`src/rtl/serial_alu_ctrl_pkg.sv`:
```
// serial_alu_ctrl_pkg: op encodings and FSM state type shared by the serial ALU
package serial_alu_ctrl_pkg;
    typedef enum logic [1:0] {
        OP_AND = 2'b00,
        OP_ADD = 2'b01,
        OP_OR  = 2'b10,
        OP_XOR = 2'b11
    } op_e;
    typedef enum logic [1:0] {
        S_IDLE = 2'b00,
        S_RUN  = 2'b01,
        S_DONE = 2'b10
    } state_e;
endpackage

```
`src/rtl/alu_bit_slice.sv`:
```
// alu_bit_slice: one-bit AND/ADD/OR/XOR with carry, selected by op
module alu_bit_slice
    import serial_alu_ctrl_pkg::*;
(
    input  op_e  op_i,
    input  logic a_i,
    input  logic b_i,
    input  logic carry_i,
    output logic sum_o,
    output logic carry_o
);
    assign sum_o   = op_i == OP_AND ? a_i & b_i :
                     op_i == OP_ADD ? a_i ^ b_i ^ carry_i :
                     op_i == OP_OR  ? a_i | b_i : a_i ^ b_i;
    assign carry_o = op_i == OP_ADD && ((a_i & b_i) | (carry_i & (a_i ^ b_i)));
endmodule

```
`src/rtl/serial_alu_ctrl.sv`:
```
// serial_alu_ctrl: bit-serial ALU, one operand bit per clock LSB-first, valid/ready on both sides
module serial_alu_ctrl
    import serial_alu_ctrl_pkg::*;
#(
    parameter int WIDTH = 32
) (
    input  logic             clk,
    input  logic             rst_n,
    input  logic             in_valid,
    output logic             in_ready,
    input  logic [1:0]       op,
    input  logic [WIDTH-1:0] a,
    input  logic [WIDTH-1:0] b,
    output logic             out_valid,
    input  logic             out_ready,
    output logic [WIDTH-1:0] result,
    output logic             carry_out,
    output logic             zero
);
    localparam int IW = $clog2(WIDTH);
    state_e           state_q, state_d;
    op_e              op_q, op_d;
    logic [WIDTH-1:0] a_q, a_d, b_q, b_d, res_q, res_d;
    logic [IW-1:0]    idx_q, idx_d;
    logic             carry_q, carry_d;
    logic             s_bit, s_carry;

    alu_bit_slice u_slice (
        .op_i    (op_q),
        .a_i     (a_q[idx_q]),
        .b_i     (b_q[idx_q]),
        .carry_i (carry_q),
        .sum_o   (s_bit),
        .carry_o (s_carry)
    );

    // next state: latch request in IDLE, shift one slice bit per cycle in RUN, wait for consumer in DONE
    always_comb begin
        state_d = state_q;
        op_d    = op_q;
        a_d     = a_q;
        b_d     = b_q;
        res_d   = res_q;
        idx_d   = idx_q;
        carry_d = carry_q;
        case (state_q)
            S_IDLE: if (in_valid) begin
                op_d    = op_e'(op);
                a_d     = a;
                b_d     = b;
                res_d   = '0;
                idx_d   = '0;
                carry_d = 1'b0;
                state_d = S_RUN;
            end
            S_RUN: begin
                res_d   = {s_bit, res_q[WIDTH-1:1]};
                carry_d = op_q == OP_ADD && s_carry;
                idx_d   = idx_q + IW'(1);
                state_d = idx_q == IW'(WIDTH - 1) ? S_DONE : S_RUN;
            end
            S_DONE: state_d = out_ready ? S_IDLE : S_DONE;
            default: state_d = S_IDLE;
        endcase
    end

    // state and datapath registers; reset aborts any operation in flight
    always_ff @(posedge clk or negedge rst_n) begin
        if (!rst_n) begin
            state_q <= S_IDLE;
            op_q    <= OP_AND;
            a_q     <= '0;
            b_q     <= '0;
            res_q   <= '0;
            idx_q   <= '0;
            carry_q <= 1'b0;
        end else begin
            state_q <= state_d;
            op_q    <= op_d;
            a_q     <= a_d;
            b_q     <= b_d;
            res_q   <= res_d;
            idx_q   <= idx_d;
            carry_q <= carry_d;
        end
    end

    assign in_ready  = state_q == S_IDLE;
    assign out_valid = state_q == S_DONE;
    assign result    = res_q;
    assign carry_out = carry_q;
    assign zero      = out_valid && res_q == '0;
endmodule

```
`config.mk`:
```
export PLATFORM = sky130hd
export DESIGN_NAME = serial_alu_ctrl
export DESIGN_NICKNAME = d
export VERILOG_FILES = /design/src/rtl/serial_alu_ctrl_pkg.sv /design/src/rtl/alu_bit_slice.sv /design/src/rtl/serial_alu_ctrl.sv
export SDC_FILE = /design/constraint.sdc
export NUM_CORES = 1
export LEC_CHECK = 0
export ABC_AREA = 0
export CAP_MARGIN = 20
export CORE_MARGIN = 2
export CORE_UTILIZATION = 55
export DETAILED_ROUTE_END_ITERATION = 12
export PLACE_DENSITY = 0.93
export SETUP_SLACK_MARGIN = 0.1
export SYNTH_ARGS = -nofsm -noshare
export SYNTH_HDL_FRONTEND = slang
export SYNTH_SLANG_ARGS = --single-unit
```
`constraint.sdc`:
```
create_clock -name clk -period 5 [get_ports clk]
set_input_delay 1 -clock clk [delete_from_list [all_inputs] [get_ports clk]]
set_output_delay 1 -clock clk [all_outputs]
set_load 0.05 [all_outputs]
```
Word-level counts from Yosys, hierarchy flattened
Index checks and enable logic that the tools add are counted.
Widths: inputs -> output; s select.

cells by class
  $add $sub $neg = 1
  $lt $le $gt $ge = 1
  equality and inequality tests = 6
  mux-type cells = 17
  bitwise gates (word level) = 6
  reductions and logical operators = 9

operators by type and width
  operator             number
  $pmux 32 s2          1
  $logic_not 32->1     1
  $mux 32              1
  $bmux 1 s5           2
  $pmux 5 s2           1
  $lt 5x6->1 const B   1
  $mux 1               6
  $mux 2               3
  $pmux 2 s3           1
  $add 5x1->5 const B  1
  $eq 5x5->1 const B   1
  $mux 5               1
  $eq 2x1->1 const B   2
  $eq 2x2->1 const B   2
  $logic_not 2->1      2
  $reduce_and 2->1     2
  $logic_and 1x1->1    3
  $and 1x1->1          2
  $ne 2x2->1 const B   1
  $or 1x1->1           2
  $pmux 1 s2           1
  $reduce_bool 2->1    1
  $xor 1x1->1          2

storage, ports and cells
  bits in registers = 106
  word-level logic and storage cells = 47

Longest topological paths before layout
  word-level depth = 8
  mapped depth = 12
  mapped depth without buffers = 10

Cells and area by module
Synthesis repeated with hierarchy kept, for this count alone.

unflattened totals
  cells, all modules = 411
  area total of the unflattened synthesis = 4,916.0 µm²

by module, submodules not included
  module           instances  cells an instance  area each (µm²)
  serial_alu_ctrl  1          401                4,817.1
  alu_bit_slice    1          10                 98.8

Worst setup path after synthesis
Ideal clock, no wire load.

  path type = register to output
  start = register res_q[20] (netlist: result[20])
  end = output port zero
  arrival time = 2.644 ns
  required time = 4.000 ns
  slack = 1.356 ns
  cell stages (with the launch flop) = 3
  cell sequence = dfrtp_1 or4_1 nor4_1

between the ends
  longest elaborated chain between the ends = 2

ends and longest elaborated chain
  element                   line                   RTL
  start: declaration        serial_alu_ctrl.sv:23  logic [WIDTH-1:0] a_q, a_d, b_q, b_d, res_q, res_d;
  start signal: assignment  serial_alu_ctrl.sv:82  res_q <= res_d;
  $logic_not 32->1          serial_alu_ctrl.sv:92  assign zero = out_valid && res_q == '0;
  $logic_and 1x1->1         serial_alu_ctrl.sv:92
  end: declaration          serial_alu_ctrl.sv:18  output logic zero

Every way passes these cells.

Worst setup path in the final report
  start = register res_q[3] (netlist: result[3])
  end = output port zero

The elaborated chain is that of the path after synthesis.

==> results.md <==
Status:
- The flow ran to the end, and the final reports show no timing, DRC or antenna violations.

CTS:
- The total CTS buffers is 9.
- The number of setup buffers added after CTS is 0.
- The longest clock path from root to sink contains 2 buffers.
- The count of cells resized by post-cts repair is 0.
- The hold buffer count at CTS is 0.
- Clock tree synthesis selected as its root buffer the cell clkbuf_8.
- TritonCTS built the clock tree.
- The H-tree generated during clock tree synthesis spans 3 levels.
- The clock latency at the later pin of the worst-skew pair is 0.37 ns.
- After clock tree synthesis, the clock-pin slew on the worst setup and hold paths is 0.10 ns.
- The count of clock tree sinks is 106.

Timing:
- The final count of negative-setup-slack endpoints is 0.
- Setup repair after global routing left no endpoint under its margin.
- The transition time at the pin with the least slew margin is between 1 and 1.5 ns.
- The final count of pins violating max slew came to 0.
- Dividing the final minimum period by the clock period gives 0.689.
- The final setup TNS is 0 ns.
- Measured against its own limit, the worst slew margin works out to 0.283.
- The fmax is between 200 and 300 MHz.
- Between clock sinks in the finished design, the worst skew comes to between 0.007 and 0.008 ns.
- The worst setup margin is 1.56 ns.
- For the finished layout, the period the worst path requires is 3.44 ns.
- The final hold violation count is 0.

Route:
- In the final routing, the length of wire on met1 measures 4800 um.
- The detailed router finished its first iteration with 165 violations.
- The total wirelength of the detailed-routed design is 11300 um.
- The detailed-router iteration count before antenna repair is 4.
- After detailed routing, the average wire length per cell comes to 18.2 um.
- Signal routing reaches up to met4.
- In this run the remaining antenna-violating nets after routing total 0.
- The remaining design rule violation count is 0.
- The met3 wirelength from detailed routing is 788 um.
- The via count of the routed design is 3578.
- Using the TritonRoute via totals, the vias-per-cell ratio works out to 5.77.
- The met2 routed wirelength is 5480 um.

Finish:
- The layout net count is 582.
- The number of fill cells is 611.
- The area growth from synthesis to layout is 25.0%.
- Of the cells placed in the final design, the portion with a size suffix greater than 1 is 0.0527.
- The number of antenna diodes in the final layout is 0.
- For this run, the share of the core covered by cells in the final layout is 0.704.

Placed design:
- Detailed placement ended at an HPWL of 7670 um.
- The congestion estimate from routability-driven global placement came to between 0.8 and 0.9.
- Timing analysis after detailed placement gives a worst setup slack of 1.83 ns.
- During placement, the flow inserted port buffers numbering 105.

Die:
- The count of boundary I/O pins is approximately 110.
- Row generation in the floorplan step produced 34 rows.
- The die covers 9660 um^2.
- The die is 98.3 um wide.
- The effective utilization at floorplan is 0.563.
- The floorplan step set the die height to 98.3 um.
- The area inside the core boundary is 8680 um^2.

Critical path:
- The critical path data arrival time is 2.44 ns.
- The worst setup path is of the reg -> out kind.
- Across all register-to-register paths, the minimum setup slack is 1.76 ns.
- Along the worst path, the maximum fanout reaches 4.
- The worst setup path is captured at an output port.
- The data required time of the worst path is around 4 ns.
- The critical path startpoint category is a flip-flop.

Worst hold path:
- The path class of the tightest hold or removal check is reg -> reg.

Global route:
- The overall overflow remaining after global route is 0.
- Across every metal layer, demand over resource in global routing totals 0.243.
- The number of antenna violations at the first check in global routing is 0.
- The wire length of the first global-routing pass is 18800 um.
- The number of global-route vias before repair is roughly 3800.
- The pin count of the biggest net entering global routing is 94.

Synthesis:
- The synthesized design contains 106 register bits.
- Counting flops with an async set or reset pin after synthesis yields a share of 1.00.
- The leading cell type by number of instances after synthesis is dfrtp_1.
- In the post-synthesis netlist, the biggest area contributors are dfrtp_1 54%, mux2_1 15%, mux2i_1 6.6%, nand2_1 5.8%, o21ai_0 3.1%.
- For this run, the leading register cell type out of synthesis is dfrtp_1.
- The share of the synthesized area in the top cell type is 0.543.
- The synthesized netlist cell count is between 400 and 500.
- The count of flip-flops with a built-in enable after synthesis is 0.
- A synthesized cell averages 11.8 um^2.
- The cell taking the most area after synthesis is dfrtp_1.
- The fraction of the yosys area taken by sequential cells is 0.543.
- After synthesis, the netlist uses 36 different library cells.
- Yosys printed 0 warnings.
- The total nets after synthesis is between 400 and 500.
- The commonest cells after synthesis are 106 x dfrtp_1, 75 x nand2_1, 66 x mux2_1.
- The mapped cell area is 4890 um^2.

Flow run:
- The tool flagged a number of max-cap violations equal to 0.

Power:
- The post-route total power is 4070 uW.
- For this design the static power due to leakage is 0.00262 uW.
- Dividing total power by cell area gives a power density of approximately 670 nW/um^2.
- The largest voltage drop on the vdd net is around 0.5 mV.
==> critical path, stage by stage (launching register included) <==
cell and delay (ns):
dfrtp_1 0.42, nor4_1 0.36, nand4_1 0.17, nor4_1 0.28
clkdlybuf4s50_1 0.85
==> flip-flops by register name, summed over array words and instances (netlist names) <==
name	count
b_q	32
result	32
carry_out	1
idx_q	5
op_q	2
a_q	32
state_q	2
==> kinds of logic after synthesis <==
kind of cell             after synthesis  synth area share
AO/OA/AOI/OAI                         70            0.0845
flip-flops                           106             0.543
adder cells (fa/ha/maj)                5            0.0143
multiplexers                          98             0.218
AND/OR/NAND/NOR                      106            0.0973
buffers and inverters                 28            0.0435
==> area by class of cell <==
cell class	count	area [um^2]	share of cell area
Inverter	2	7.51	0.00123
Clock buffer	12	155	0.0254
Sequential cell	106	2650	0.435
Tap cell	108	135	0.0221
Multi-Input combinational cell	279	2030	0.332
Timing Repair Buffer	109	1080	0.177
Clock inverter	4	50.0	0.00820
==> path summary, 6_finish.rpt <==
check	cells after the start	startpoint	end
max reg2reg	8	idx_q[0]	result[31]
max in group asynchronous	2	rst_n	result[25]
min	1	a_q[0]	a_q[0]
max	4	result[3]	zero
min reg2reg	1	a_q[0]	a_q[0]
min in group asynchronous	1	rst_n	a_q[8]
==> metal layers <==
| metal | up-vias | global-route usage |
|---|---|---|
| li1 | 1641 | - |
| met1 | 1793 | 0.313 |
| met2 | 124 | 0.403 |
| met3 | 20 | 0.0744 |
| met4 | 0 | 0.0653 |
| met5 | - | 0 |
==> cell usage in the layout, fill, tap and decap left out, types with 3 or more instances in the layout <==
cell type / count
dfrtp_1: 105
clkdlybuf4s50_1: 104
nand2_1: 75
mux2_1: 66
mux2i_1: 32
o21ai_0: 30
a22oi_1: 12
clkbuf_8: 11
o21ai_1: 10
nor4_1: 8
a21oi_1: 6
buf_4: 5
nand2b_1: 4
nor2_1: 4
ha_1: 4
o22ai_1: 3
a211oi_1: 3
==> power breakdown <==
part | switching [uW] | internal [uW] | total (uW)
clock | 286 | 258 | 544
combinational | 1090 | 806 | 1900
sequential | 362 | 1270 | 1630
==> metrics by stage <==
stage	cells	hold WS (ns)	cell area, um^2
after global routing	620	0.510	6110
after detailed placement	604	0.474	5900
final	620	0.494	6110
after floorplan	413	0.457	4890
after CTS	620	0.496	6110
after global placement	604	0.467	5900
No activity file was read; power rests on OpenSTA's default activity.
==> variant 1, RTL diff (same settings) <==
Change the parameter `WIDTH` from 32 to 64.
--- a/src/rtl/serial_alu_ctrl.sv
+++ b/src/rtl/serial_alu_ctrl.sv
@@ -2,7 +2,7 @@
 module serial_alu_ctrl
     import serial_alu_ctrl_pkg::*;
 #(
-    parameter int WIDTH = 32
+    parameter int WIDTH = 64
 ) (
     input  logic             clk,
     input  logic             rst_n,
Ports: changed (resized a, b and result); port bits go from 106 to 202. The function was not compared with the original's and may differ.
==> variant 1 against the original RTL <==
Area after synthesis rose by 87%. Largest power group unchanged. Register-to-register slack worse by 0.09 ns. Power up 94%. Cell area increased by 96%. Routed wire length increased by 110%. Setup slack got worse by 0.34 ns. Critical path type unchanged. Count of clock-buffer cells in the layout grew 20. Sequential cell count rose by 97. Clock power rose to 3.0 times the old value.
==> variant 1: results <==
[clock_network]
cts_inserted_buffers = 21
insertion_delay_ns = 0.50
htree_levels = 1
clockBufferDepth = 3
clkTransAtPathRegs_ns = 0.06
cts_root_buffer = "clkbuf_16"

[detailed_routing]
first_iter_violations = 674
dr.pass1.iters = 5
dr_wl_met3_mm = 1.42
num_vias = 7850
routed_wl_mm = 23.8

[cells_and_area]
nNetsFinal = 1317
fill_cells = 1081
drive_above_1_share_pct = 6.28

[power]
clock_power_share_pct = 20.6
pwr_density_cell_nw_per_um2 = 661
leakagePower_nw = 5.61

[placed_design]
place.gp.congestion = 0.810
dp.cells = 1376
io_buffers = 201
hpwl_mm = 16.0

[global_route]
grt_pass1_vias = 7814
gr-usage-met3_pct = 3.64
grt_pass1_wl_mm = 38.5
grt_usage_pct = 27.1
met2_usage_pct = 46.3
antenna_found_initial = 1
grt_max_degree = 110

[logic_synthesis]
synthTopCellsByCount = "530 x nand2_1, 203 x dfrtp_1, 76 x o21ai_0"
yosysSeqAreaShare_pct = 55.7
postSynthAreaPerCell_um2 = 9.04
syn_nets = 1147

[sta]
maxSlewHeadroom_pct = 31.3
whs_ns = 0.474
fin_skew_ns = 0.0135

[worst_setup_path]
regToRegSetupSlack_ns = 1.67

[outcome]
outcome = "finished, final reports clean"
variant 1: cell types whose count changed after synthesis, moves of 9 or more:
cell / delta
nor4_1: +9
clkbuf_1: +35
mux4_2: +20
nand2_1: +455
o21ai_1: -9
nand3_1: +9
mux2i_1: -10
o21ai_0: +46
mux2_1: -66
dfrtp_1: +97
variant 1: path summary, 6_finish.rpt:
path                             from    endpoint  depth (start not counted)
max                        result[45]        zero                          5
min                           a_q[51]     a_q[51]                          2
max reg2reg                  idx_q[0]  result[63]                         11
min reg2reg                   a_q[51]     a_q[51]                          2
max in group asynchronous       rst_n     a_q[34]                          2
min in group asynchronous       rst_n  result[11]                          1
variant 1: stage by stage:
| step | setup WS, ns | area [µm²] | utilization [%] |
|---|---|---|---|
| floorplan | 0.940 | 9130 | - |
| global placement | 1.78 | 11200 | 68.4 |
| detailed placement | 1.67 | 11200 | 68.4 |
| CTS | 1.24 | 12000 | 72.9 |
| global route | 1.07 | 12000 | 72.9 |
| finish | 1.21 | 12000 | 72.9 |
variant 1: cell families after synthesis:
group                    count (synthesis)  synth area share [%]
flip-flops                             203                  55.7
buffers and inverters                   66                  3.39
AO/OA/AOI/OAI                          103                  6.35
AND/OR/NAND/NOR                        586                  25.3
adder cells (fa/ha/maj)                  4                 0.631
multiplexers                            47                  8.62
variant 1: worst max-delay path, stage by stage (launching register included):
cell and delay (ns):
dfrtp_1 0.41, nor4_1 0.33, and4_1 0.28, nand3_1 0.09, nor4_1 0.32, clkdlybuf4s50_1 0.86
variant 1: final cells by class:
cell class / instances / share of cell area (%)
sequential: 203 / 42.5
tap: 220 / 2.30
multi-input combinational: 740 / 31.4
antenna: 1 / 0.0209
timing repair buffer: 211 / 17.6
clock inverter: 6 / 0.732
clock buffer: 32 / 5.41
inverter: 2 / 0.0628
==> variant 2, RTL diff (config.mk and constraints unchanged) <==
Without the edit above. Make the reset (`rst_n`) synchronous in one clocked block.
--- a/src/rtl/serial_alu_ctrl.sv
+++ b/src/rtl/serial_alu_ctrl.sv
@@ -65,7 +65,7 @@
     end
 
     // state and datapath registers; reset aborts any operation in flight
-    always_ff @(posedge clk or negedge rst_n) begin
+    always_ff @(posedge clk) begin
         if (!rst_n) begin
             state_q <= S_IDLE;
             op_q    <= OP_AND;
Check against the original RTL: differs if rst_n is asserted again (counterexample within 4 cycles, from zero or initial values and one cycle with rst_n low); with rst_n held inactive, the same outputs for 10 cycles.
==> variant 2 against the original RTL <==
Cell area shrank 1.5%. Sequential cell count is the same. Area after synthesis shrank 1.4%. First-iteration DRC count grew 36%. Maximum frequency grew 2.9%. Setup slack gained 0.096 ns. Via count grew 20%. Worst hold slack lost 0.033 ns. Highest routed layer unchanged. Routed wire length grew 4.2%.
Power is not compared: it rests on default switching activity, and its combinational part moved more than twofold at a synthesized area within 25%.
==> variant 2: results <==
[logic_synthesis]
synth.area.top_cells = "dfxtp_1 44%, a21boi_1 15%, nand2_1 14%"
synthCells = 570
synthAdderAreaFrac_pct = 1.45
yosysSeqAreaShare_pct = 44.0
synth_compound_area_share_pct = 20.2
syn_nets = 645
synthFlopType = "dfxtp_1"
synthTopCellsByCount = "174 x nand2_1, 106 x dfxtp_1, 99 x a21boi_1"
yosys-mux-area-fraction_pct = 6.85
synthArstFlopShare_pct = 0

[sta]
worst_pin_slew_ns = 1.06
fin_skew_ns = 0.0110

[outcome]
outcome = "finished, final reports clean"

[global_route]
grt_max_degree = 102
grt_pass1_vias = 4305
grt_usage_pct = 24.6
grt_pass1_wl_mm = 19.5

[placed_design]
dp_slack_ns = 1.77
dp.cells = 744
place.gp.congestion = 0.812
dpl_cell_area_um2 = 5810
hpwl_mm = 8.00

[clock_network]
cts_inserted_buffers = 9

[detailed_routing]
drt-vias-per-instance = 5.63

[worst_setup_path]
arrival_ns = 2.35

[cells_and_area]
nNetsFinal = 722
fill_cells = 661
instances_no_fill = 760
drive_above_1_share_pct = 4.45
[variant 2: cell types whose count changed in the layout (fill, tap and decap cells not counted), moves of 28 or more]
cell / unedited run / this run
a21boi_1: 0 / 99
dfrtp_1: 105 / 0
dfxtp_1: 0 / 105
mux2_1: 66 / 0
nand2_1: 75 / 173
nand3_1: 2 / 36
o21ai_0: 30 / 2
[variant 2: layout make-up]
class,instances,area (µm²),area share (%)
repair buffers,110,1080,18.0
clock inverters,4,50.0,0.832
well taps,108,135,2.25
flip-flops and latches,106,2120,35.3
clock buffers,12,155,2.58
multi-input cells,418,2460,40.9
inverters,2,7.51,0.125
[variant 2: path summary, 6_finish.rpt]
| path | slack (ns) | from | end | cells after the start |
|---|---|---|---|---|
| setup / recovery | 1.65 | result[8] | zero | 4 |
| hold / removal | 0.46 | b_q[25] | b_q[25] | 2 |
| setup reg to reg | 1.74 | idx_q[1] | result[31] | 10 |
| hold reg to reg | 0.46 | b_q[25] | b_q[25] | 2 |
[variant 2: routing by layer]
layer / track usage (%) / share of wire [%] / vias to the layer above
met4: 9.94 / 2.3 / 0
met5: 0 / 0 / -
met1: 29.8 / 43 / 2020
met3: 7.55 / 6.9 / 32
met2: 40.6 / 48 / 134
li1: - / - / 2092
[variant 2: power groups by stage]
stage / clock, mW / combinational [mW] / sequential, mW
final: 0.540 / 0.228 / 0.904
after global routing: 0.576 / 0.248 / 0.908
after CTS: 0.542 / 0.228 / 0.903
after detailed placement: 0 / 0.226 / 0.922
after global placement: 0 / 0.216 / 0.921
after floorplan: 0 / 0.146 / 0.913
[variant 2: logic make-up after synthesis]
logic type,Yosys count
AO/OA/AOI/OAI,133
buffers and inverters,46
adder cells (fa/ha/maj),5
AND/OR/NAND/NOR,247
multiplexers,33
flip-flops,106
